**config.mk**
```make
export PLATFORM = sky130hd
export DESIGN_NAME = uart_alu_ctrl
export DESIGN_NICKNAME = d
export VERILOG_FILES = /design/src/rtl/uart_alu_ctrl_pkg.sv /design/src/rtl/uart_alu_ctrl.sv
export SDC_FILE = /design/constraint.sdc
export NUM_CORES = 1
export LEC_CHECK = 0
export ABC_AREA = 1
export CAP_MARGIN = 40
export CELL_PAD_IN_SITES_DETAIL_PLACEMENT = 1
export CELL_PAD_IN_SITES_GLOBAL_PLACEMENT = 1
export CORE_MARGIN = 2
export CORE_UTILIZATION = 32
export CTS_CLUSTER_SIZE = 24
export DETAILED_ROUTE_END_ITERATION = 16
export HOLD_SLACK_MARGIN = 0.02
export PLACE_DENSITY_LB_ADDON = 0.1
export REMOVE_ABC_BUFFERS = 1
export SLEW_MARGIN = 20
export SYNTH_ARGS = -nofsm -noshare
export SYNTH_HDL_FRONTEND = slang
export SYNTH_SLANG_ARGS = --single-unit
```
**constraint.sdc**
```tcl
create_clock -name i_clock -period 1.2 [get_ports i_clock]
set_input_delay 0.12 -clock i_clock [delete_from_list [all_inputs] [get_ports i_clock]]
set_output_delay 0.12 -clock i_clock [all_outputs]
set_load 0.02 [all_outputs]
```
**src/rtl/uart_alu_ctrl_pkg.sv**
```systemverilog
// Shared definitions for the UART/ALU sequencer slice: default widths,
// controller state encodings and a small state-decode helper.
package uart_alu_ctrl_pkg;

    localparam int DBIT_DEF     = 8;
    localparam int NB_OP_DEF    = 6;
    localparam int NB_STATE_DEF = 3;

    typedef enum logic [NB_STATE_DEF-1:0] {
        S_WAIT_A  = 3'd0,
        S_WAIT_B  = 3'd1,
        S_WAIT_OP = 3'd2,
        S_EXEC    = 3'd3,
        S_SEND    = 3'd4,
        S_WAIT_TX = 3'd5
    } state_t;

    // True in the states where a command is in flight and new bytes are refused.
    function automatic logic is_busy_state(input state_t s);
        case (s)
            S_EXEC, S_SEND, S_WAIT_TX: is_busy_state = 1'b1;
            default:                   is_busy_state = 1'b0;
        endcase
    endfunction

endpackage

```
**src/rtl/uart_alu_ctrl.sv**
```systemverilog
// Sequencer between UART rx, the combinational ALU and UART tx.
// Collects operand A, operand B and the opcode, lets the ALU settle for one
// cycle, launches the result on the transmitter and waits for it to finish.
// Bytes that arrive while a command is in flight are dropped and flagged.
module uart_alu_ctrl
    import uart_alu_ctrl_pkg::*;
#(
    parameter int DBIT     = DBIT_DEF,
    parameter int NB_OP    = NB_OP_DEF,
    parameter int NB_STATE = NB_STATE_DEF
) (
    input  logic              i_clock,
    input  logic              i_reset,
    input  logic              i_rx_done,
    input  logic [DBIT-1:0]   i_rx_data,
    input  logic              i_tx_done,
    input  logic [DBIT-1:0]   i_alu_result,
    output logic [DBIT-1:0]   o_alu_a,
    output logic [DBIT-1:0]   o_alu_b,
    output logic [NB_OP-1:0]  o_alu_op,
    output logic              o_tx_start,
    output logic [DBIT-1:0]   o_tx_data,
    output logic              o_busy,
    output logic              o_overrun
);

    logic [NB_STATE-1:0] state_r;
    state_t              state_s;
    state_t              state_next_s;

    logic [DBIT-1:0]     alu_a_r;
    logic [DBIT-1:0]     alu_b_r;
    logic [NB_OP-1:0]    alu_op_r;
    logic [DBIT-1:0]     tx_data_r;
    logic                tx_start_r;
    logic                busy_r;
    logic                overrun_r;

    assign state_s = state_t'(state_r);

    // State register.
    always_ff @(posedge i_clock or posedge i_reset) begin
        if (i_reset) begin
            state_r <= NB_STATE'(S_WAIT_A);
        end else begin
            state_r <= NB_STATE'(state_next_s);
        end
    end

    // Next-state decode; tx_done only matters while waiting on the transmitter.
    always_comb begin
        state_next_s = S_WAIT_A;
        case (state_s)
            S_WAIT_A: begin
                if (i_rx_done) state_next_s = S_WAIT_B;
                else           state_next_s = S_WAIT_A;
            end
            S_WAIT_B: begin
                if (i_rx_done) state_next_s = S_WAIT_OP;
                else           state_next_s = S_WAIT_B;
            end
            S_WAIT_OP: begin
                if (i_rx_done) state_next_s = S_EXEC;
                else           state_next_s = S_WAIT_OP;
            end
            S_EXEC:    state_next_s = S_SEND;
            S_SEND:    state_next_s = S_WAIT_TX;
            S_WAIT_TX: begin
                if (i_tx_done) state_next_s = S_WAIT_A;
                else           state_next_s = S_WAIT_TX;
            end
            default:   state_next_s = S_WAIT_A;
        endcase
    end

    // Operand/opcode capture and result latch; ALU inputs hold until the next A byte.
    always_ff @(posedge i_clock or posedge i_reset) begin
        if (i_reset) begin
            alu_a_r   <= {DBIT{1'b0}};
            alu_b_r   <= {DBIT{1'b0}};
            alu_op_r  <= {NB_OP{1'b0}};
            tx_data_r <= {DBIT{1'b0}};
        end else begin
            case (state_s)
                S_WAIT_A: begin
                    if (i_rx_done) alu_a_r <= i_rx_data;
                    else           alu_a_r <= alu_a_r;
                end
                S_WAIT_B: begin
                    if (i_rx_done) alu_b_r <= i_rx_data;
                    else           alu_b_r <= alu_b_r;
                end
                S_WAIT_OP: begin
                    if (i_rx_done) alu_op_r <= i_rx_data[NB_OP-1:0];
                    else           alu_op_r <= alu_op_r;
                end
                S_EXEC:    tx_data_r <= i_alu_result;
                default:   tx_data_r <= tx_data_r;
            endcase
        end
    end

    // Status outputs: start pulse, busy aligned with the state, sticky overrun.
    always_ff @(posedge i_clock or posedge i_reset) begin
        if (i_reset) begin
            tx_start_r <= 1'b0;
            busy_r     <= 1'b0;
            overrun_r  <= 1'b0;
        end else begin
            tx_start_r <= (state_s == S_EXEC);
            busy_r     <= is_busy_state(state_next_s);
            if (i_rx_done && is_busy_state(state_s)) begin
                overrun_r <= 1'b1;
            end else begin
                overrun_r <= overrun_r;
            end
        end
    end

    assign o_alu_a    = alu_a_r;
    assign o_alu_b    = alu_b_r;
    assign o_alu_op   = alu_op_r;
    assign o_tx_data  = tx_data_r;
    assign o_tx_start = tx_start_r;
    assign o_busy     = busy_r;
    assign o_overrun  = overrun_r;

endmodule

```
# Yosys cells after proc, flatten, opt, wreduce, memory -nomap -nowiden
# Cells that the tools add are included.
# word_totals
ff_bits	36
wordCells	30
output_inout_bits	33
inputBits	20
# op_classes
reduce_logical	7
eq_ne	8
n_mux	7
# ops
operator	n
$pmux W3 S6	1
$eq A3 B3 Y1 const B	4
$eq A3 B2 Y1 const B	3
$reduce_and A2 Y1	3
$reduce_or A3 Y1	2
$mux W1	4
$eq A3 B1 Y1 const B	1
$logic_not A3 Y1	1
$mux W3	1
$mux W2	1
$logic_and A1 B1 Y1	1

# Logic depth before layout (Yosys ltp)
# depth
word_depth	5
mapped_depth	6
depth_no_buf	5

# Worst setup path after synthesis
# Ideal clock, no wire load.
# synth_timing
path_type	register -> register
from	register state_r[2]
to	register tx_data_r[0], in the netlist o_tx_data[0]
path_buffers	2
slack_ps	141
setup_time_ps	116
t_arrival_ps	943
path_stages_with_launch	7
period_less_slack_ps	1059
required_ps	1084
path_cell_list	dfrtp_1 -> buf_4 -> inv_2 -> nand3_2 -> buf_2 -> nand2_1 -> nand2_1
# synth_via
elab_chain_cells	1
# synth_rtl
element	line_no	text
start: declaration	uart_alu_ctrl.sv:27	logic [NB_STATE-1:0] state_r;
start signal: assignment	uart_alu_ctrl.sv:44	state_r <= NB_STATE'(S_WAIT_A);
start signal: assignment	uart_alu_ctrl.sv:46	state_r <= NB_STATE'(state_next_s);
$eq A3 B2 Y1	uart_alu_ctrl.sv:84	case (state_s)
end signal: assignment	uart_alu_ctrl.sv:82	tx_data_r <= {DBIT{1'b0}};
end signal: assignment	uart_alu_ctrl.sv:97	S_EXEC: tx_data_r <= i_alu_result;
end signal: assignment	uart_alu_ctrl.sv:98	default: tx_data_r <= tx_data_r;
end: declaration	uart_alu_ctrl.sv:34	logic [DBIT-1:0] tx_data_r;
# Every way passes these cells.
# A chain may end at the register's enable or synchronous reset.

# Final worst setup path
# layout_timing
from	register alu_a_r[4], in the netlist o_alu_a[4]
to	output port o_alu_a[4]
# layout_rtl
element	line_no	text
start: declaration	uart_alu_ctrl.sv:31	logic [DBIT-1:0] alu_a_r;
start signal: assignment	uart_alu_ctrl.sv:79	alu_a_r <= {DBIT{1'b0}};
start signal: assignment	uart_alu_ctrl.sv:86	if (i_rx_done) alu_a_r <= i_rx_data;
start signal: assignment	uart_alu_ctrl.sv:87	else alu_a_r <= alu_a_r;
end: declaration	uart_alu_ctrl.sv:18	output logic [DBIT-1:0] o_alu_a,
# No word-level cell between the ends.

==> run summary <==
## Power and ir drop
* P_int: 0.00331 W
* switching component of the power: 0.00245 W
* share of total power in the clock network: 15.1%
* fraction of power consumed by combinational cells: 48.5%
* Switching Share: 42.5%
* VDD IR-drop max: 0.890 mV
* fraction of power consumed by sequential logic: 36.5%
* Power Dens Cells: 2610 nW/um^2
* cell leakage power: 1.19 nW

## Setup path
* CP delay by family, top: flip-flops
* slowest cell delay on critical path: 0.39 ns
* CP arrival: 1.00 ns
* kind of launch point of the worst setup path: flip-flop
* capturing element type of the critical path: output port
* worst path cell trace: dlygate4sd2_1
* required time reported for the critical path endpoint: 1.08 ns
* maximum net fanout on the critical path: 2
* Bufs and invs on worst path: 1
* Setup CP Type: reg2out
* library cell contributing the largest single delay on the critical path: dfrtp_1

## Floorplanning
* site row count: 24
* I/O pin total: 53
* initial standard-cell utilization of the core: 33.6%
* full die area: 5160 sq um
* Vert. Die Dim: 71.8 microns
* Placeable Area: 4380 sq um
* width of the die: 71.8 microns

## Synth
* summed instance area of the synthesized netlist: 1470 sq um
* share of synthesized area occupied by flip-flops and latches: 61.2%
* leading cell types by total area after synthesis: dfrtp_1 61%, nand2_1 19%, nand3_1 6.1%, nand4_1 3.4%, nor2_4 3.1%
* number of flops mapped to enable cells by yosys: 0
* library cell occupying the most area in the post-synthesis netlist: dfrtp_1
* synthesized area per cell: 9.26 sq um
* commonest cells in the synthesized netlist: 76 x nand2_1, 36 x dfrtp_1, 18 x nand3_1
* post-synth cell types: 12
* portion of synthesized cell area occupied by the leading cell type: 61.2%
* most used flip-flop cell after synthesis: dfrtp_1
* synth warn: 0
* dominant cell by count in the synthesized netlist: nand2_1
* share of async-settable or async-resettable flops after synthesis: 100%
* #FFs+latches synth: 36
* number of instances in the synthesized netlist: 159

## GRT
* pin count of the biggest net entering global routing: 37
* met1 Use GR: 22.9%
* global routing usage on met3: 4.78%
* most congested layer reported by global routing: met2
* number of antenna violations at the first check in global routing: 0
* wire length of the first global-routing pass: 7050 microns
* number of global-route vias before repair: 1,503
* global routing usage summed across all routing layers: 17.7%
* global routing usage on met2: 29.1%
* total grt overflow: 0

## Placed design
* routability-driven placement congestion ratio: 0.782
* dpl cells: 272
* IO buf count: 52
* HPWL reported at the end of detailed placement: 3110 microns

## Clock network
* TritonCTS sink count: 36
* clock edge transition at the registers on the reported setup and hold paths: 0.07 ns
* root buf cell: clkbuf_8
* Bufs on Longest Clock Path: 2
* TritonCTS buffer count: 5
* CTS tree: yes
* clock latency on the worst-skew pair: 0.28 ns
* H-Tree Level Count: 2

## Timing
* setup repair after global routing missed its margin: false
* Pins Over Slew Limit: 0
* Final Hold Violating Endpoints: 0
* Max-slew headroom: 85.5%
* achievable clock frequency: 890 MHz
* portion of the clock cycle consumed by the worst path in the final layout: 93.6%
* tightest hold margin: 0.187 ns
* post-layout minimum cycle time: 1.12 ns
* Final setup viols: 0
* Tightest Pin Transition: 0.217 ns
* total negative slack for setup checks: 0 ns
* clock skew: 0.00469 ns

## Routing
* detailed-route DRC error count: 0
* total wirelength of the detailed-routed design: 3980 microns
* count of vias placed by the detailed router: 1,329
* Detailed Route Iter0 Violations: 38
* Avg WL per Cell: 14.2 microns
* antenna viol nets, final: 0
* vias per cell: 4.75
* number of detailed-routing iterations run before antenna repair: 4

## Finish
* total inserted antenna cells: 0
* fraction of final layout cells with drive strength greater than 1: 15.4%
* growth of design area from synthesis to finish: 49.8%
* final layout net count: 247
* final core utilization: 50.3%
* count of non-filler cells in the finished layout: 280

## Flow run
* number of max-capacitance violations reported: 0

## Worst hold path
* class of the worst hold path: in2async

## Run status
* result of the run: complete, no violations

==> cell type report <==
class,count,area [sq um]
fill,529,2180
sequential,36,903
timing repair buffer,66,597
multi-input combinational,111,524
clock buffer,8,90.1
tap,52,65.1
inverter,7,26.3
==> worst min-delay path: stages <==
cell	delay [ns]
clkdlybuf4s50_1	0.40
inv_1	0.09
buf_12	0.22
==> layout by cell type (no fill, tap or decap) <==
cell             synthesis  routed
nand3_2                  2       2
nand4_4                  0       1
nand3_1                 18      18
inv_1                    3       3
nor2_4                   4       4
dfrtp_2                  0       2
buf_12                   0       1
nand2_2                  2       2
clkbuf_8                 0       6
nand2_1                 76      76
clkbuf_1                 0       2
dlygate4sd2_1            0      33
dfrtp_1                 36      34
clkdlybuf4s50_1          0      19
buf_4                    2      13
nand4_1                  8       8
inv_2                    4       4
==> state kept, by name (all words and copies together) (netlist names) <==
name,cells
o_overrun,1
o_alu_a,8
state_r,3
o_alu_b,8
o_tx_start,1
o_alu_op,6
o_busy,1
o_tx_data,8
==> cells by family (layout without fill, tap and decap cells) <==
group	count (synthesis)	count (layout)	share of synthesized area [%]
simple gates	111	111	35.0
buf+inv	12	81	3.82
flops	36	36	61.2
==> metal layers <==
metal / up-vias / share of wire [%]
met1: 650 / 44
met5: - / 0
li1: 644 / -
met3: 5 / 4.9
met2: 30 / 50
met4: 0 / 0.85
==> worst paths after layout <==
path | startpoint | endpoint | slack, ns | cells after the start
setup / recovery | o_alu_a[4]$_DFFE_PP0P_ | o_alu_a[4] | 0.08 | 1
hold / removal | i_reset | o_alu_op[0]$_DFFE_PP0P_ | 0.19 | 3
setup reg to reg | state_r[2]$_DFF_PP0_ | o_tx_data[5]$_DFFE_PP0N_ | 0.09 | 5
hold reg to reg | o_alu_a[0]$_DFFE_PP0P_ | o_alu_a[0]$_DFFE_PP0P_ | 0.47 | 2
max in group asynchronous | i_reset | state_r[0]$_DFF_PP0_ | 0.82 | 3
min in group i_clock | i_alu_result[0] | o_tx_data[0]$_DFFE_PP0N_ | 0.37 | 3
==> timing repair <==
action                                  in CTS  in global routing
hold endpoints to repair                     0                  0
endpoints found under the setup margin      33                 22
pin swaps                                    0                  1
setup buffers                                0                  0
resized for setup                           33                  3
gates cloned                                 0                  0
hold buffers                                 0                  0
==> metrics by stage <==
stage | cell area [sq um] | power (W) | setup WS, ns
after floorplan | 1440 | 0.00367 | 0.0909
after global placement | 2150 | 0.00517 | -0.0760
after detailed placement | 2150 | 0.00531 | -0.131
after CTS | 2190 | 0.00583 | 0.0428
after global routing | 2210 | 0.00625 | 0.0170
final | 2210 | 0.00576 | 0.0765
==> power groups by stage <==
stage                     registers, W  logic, W  clock network, W
after floorplan                0.00274  0.000932                 0
after global placement         0.00210   0.00306                 0
after detailed placement       0.00214   0.00317                 0
after CTS                      0.00210   0.00283          0.000897
after global routing           0.00218   0.00310          0.000975
final                          0.00210   0.00279          0.000868
No activity file was read; power rests on OpenSTA's default activity.
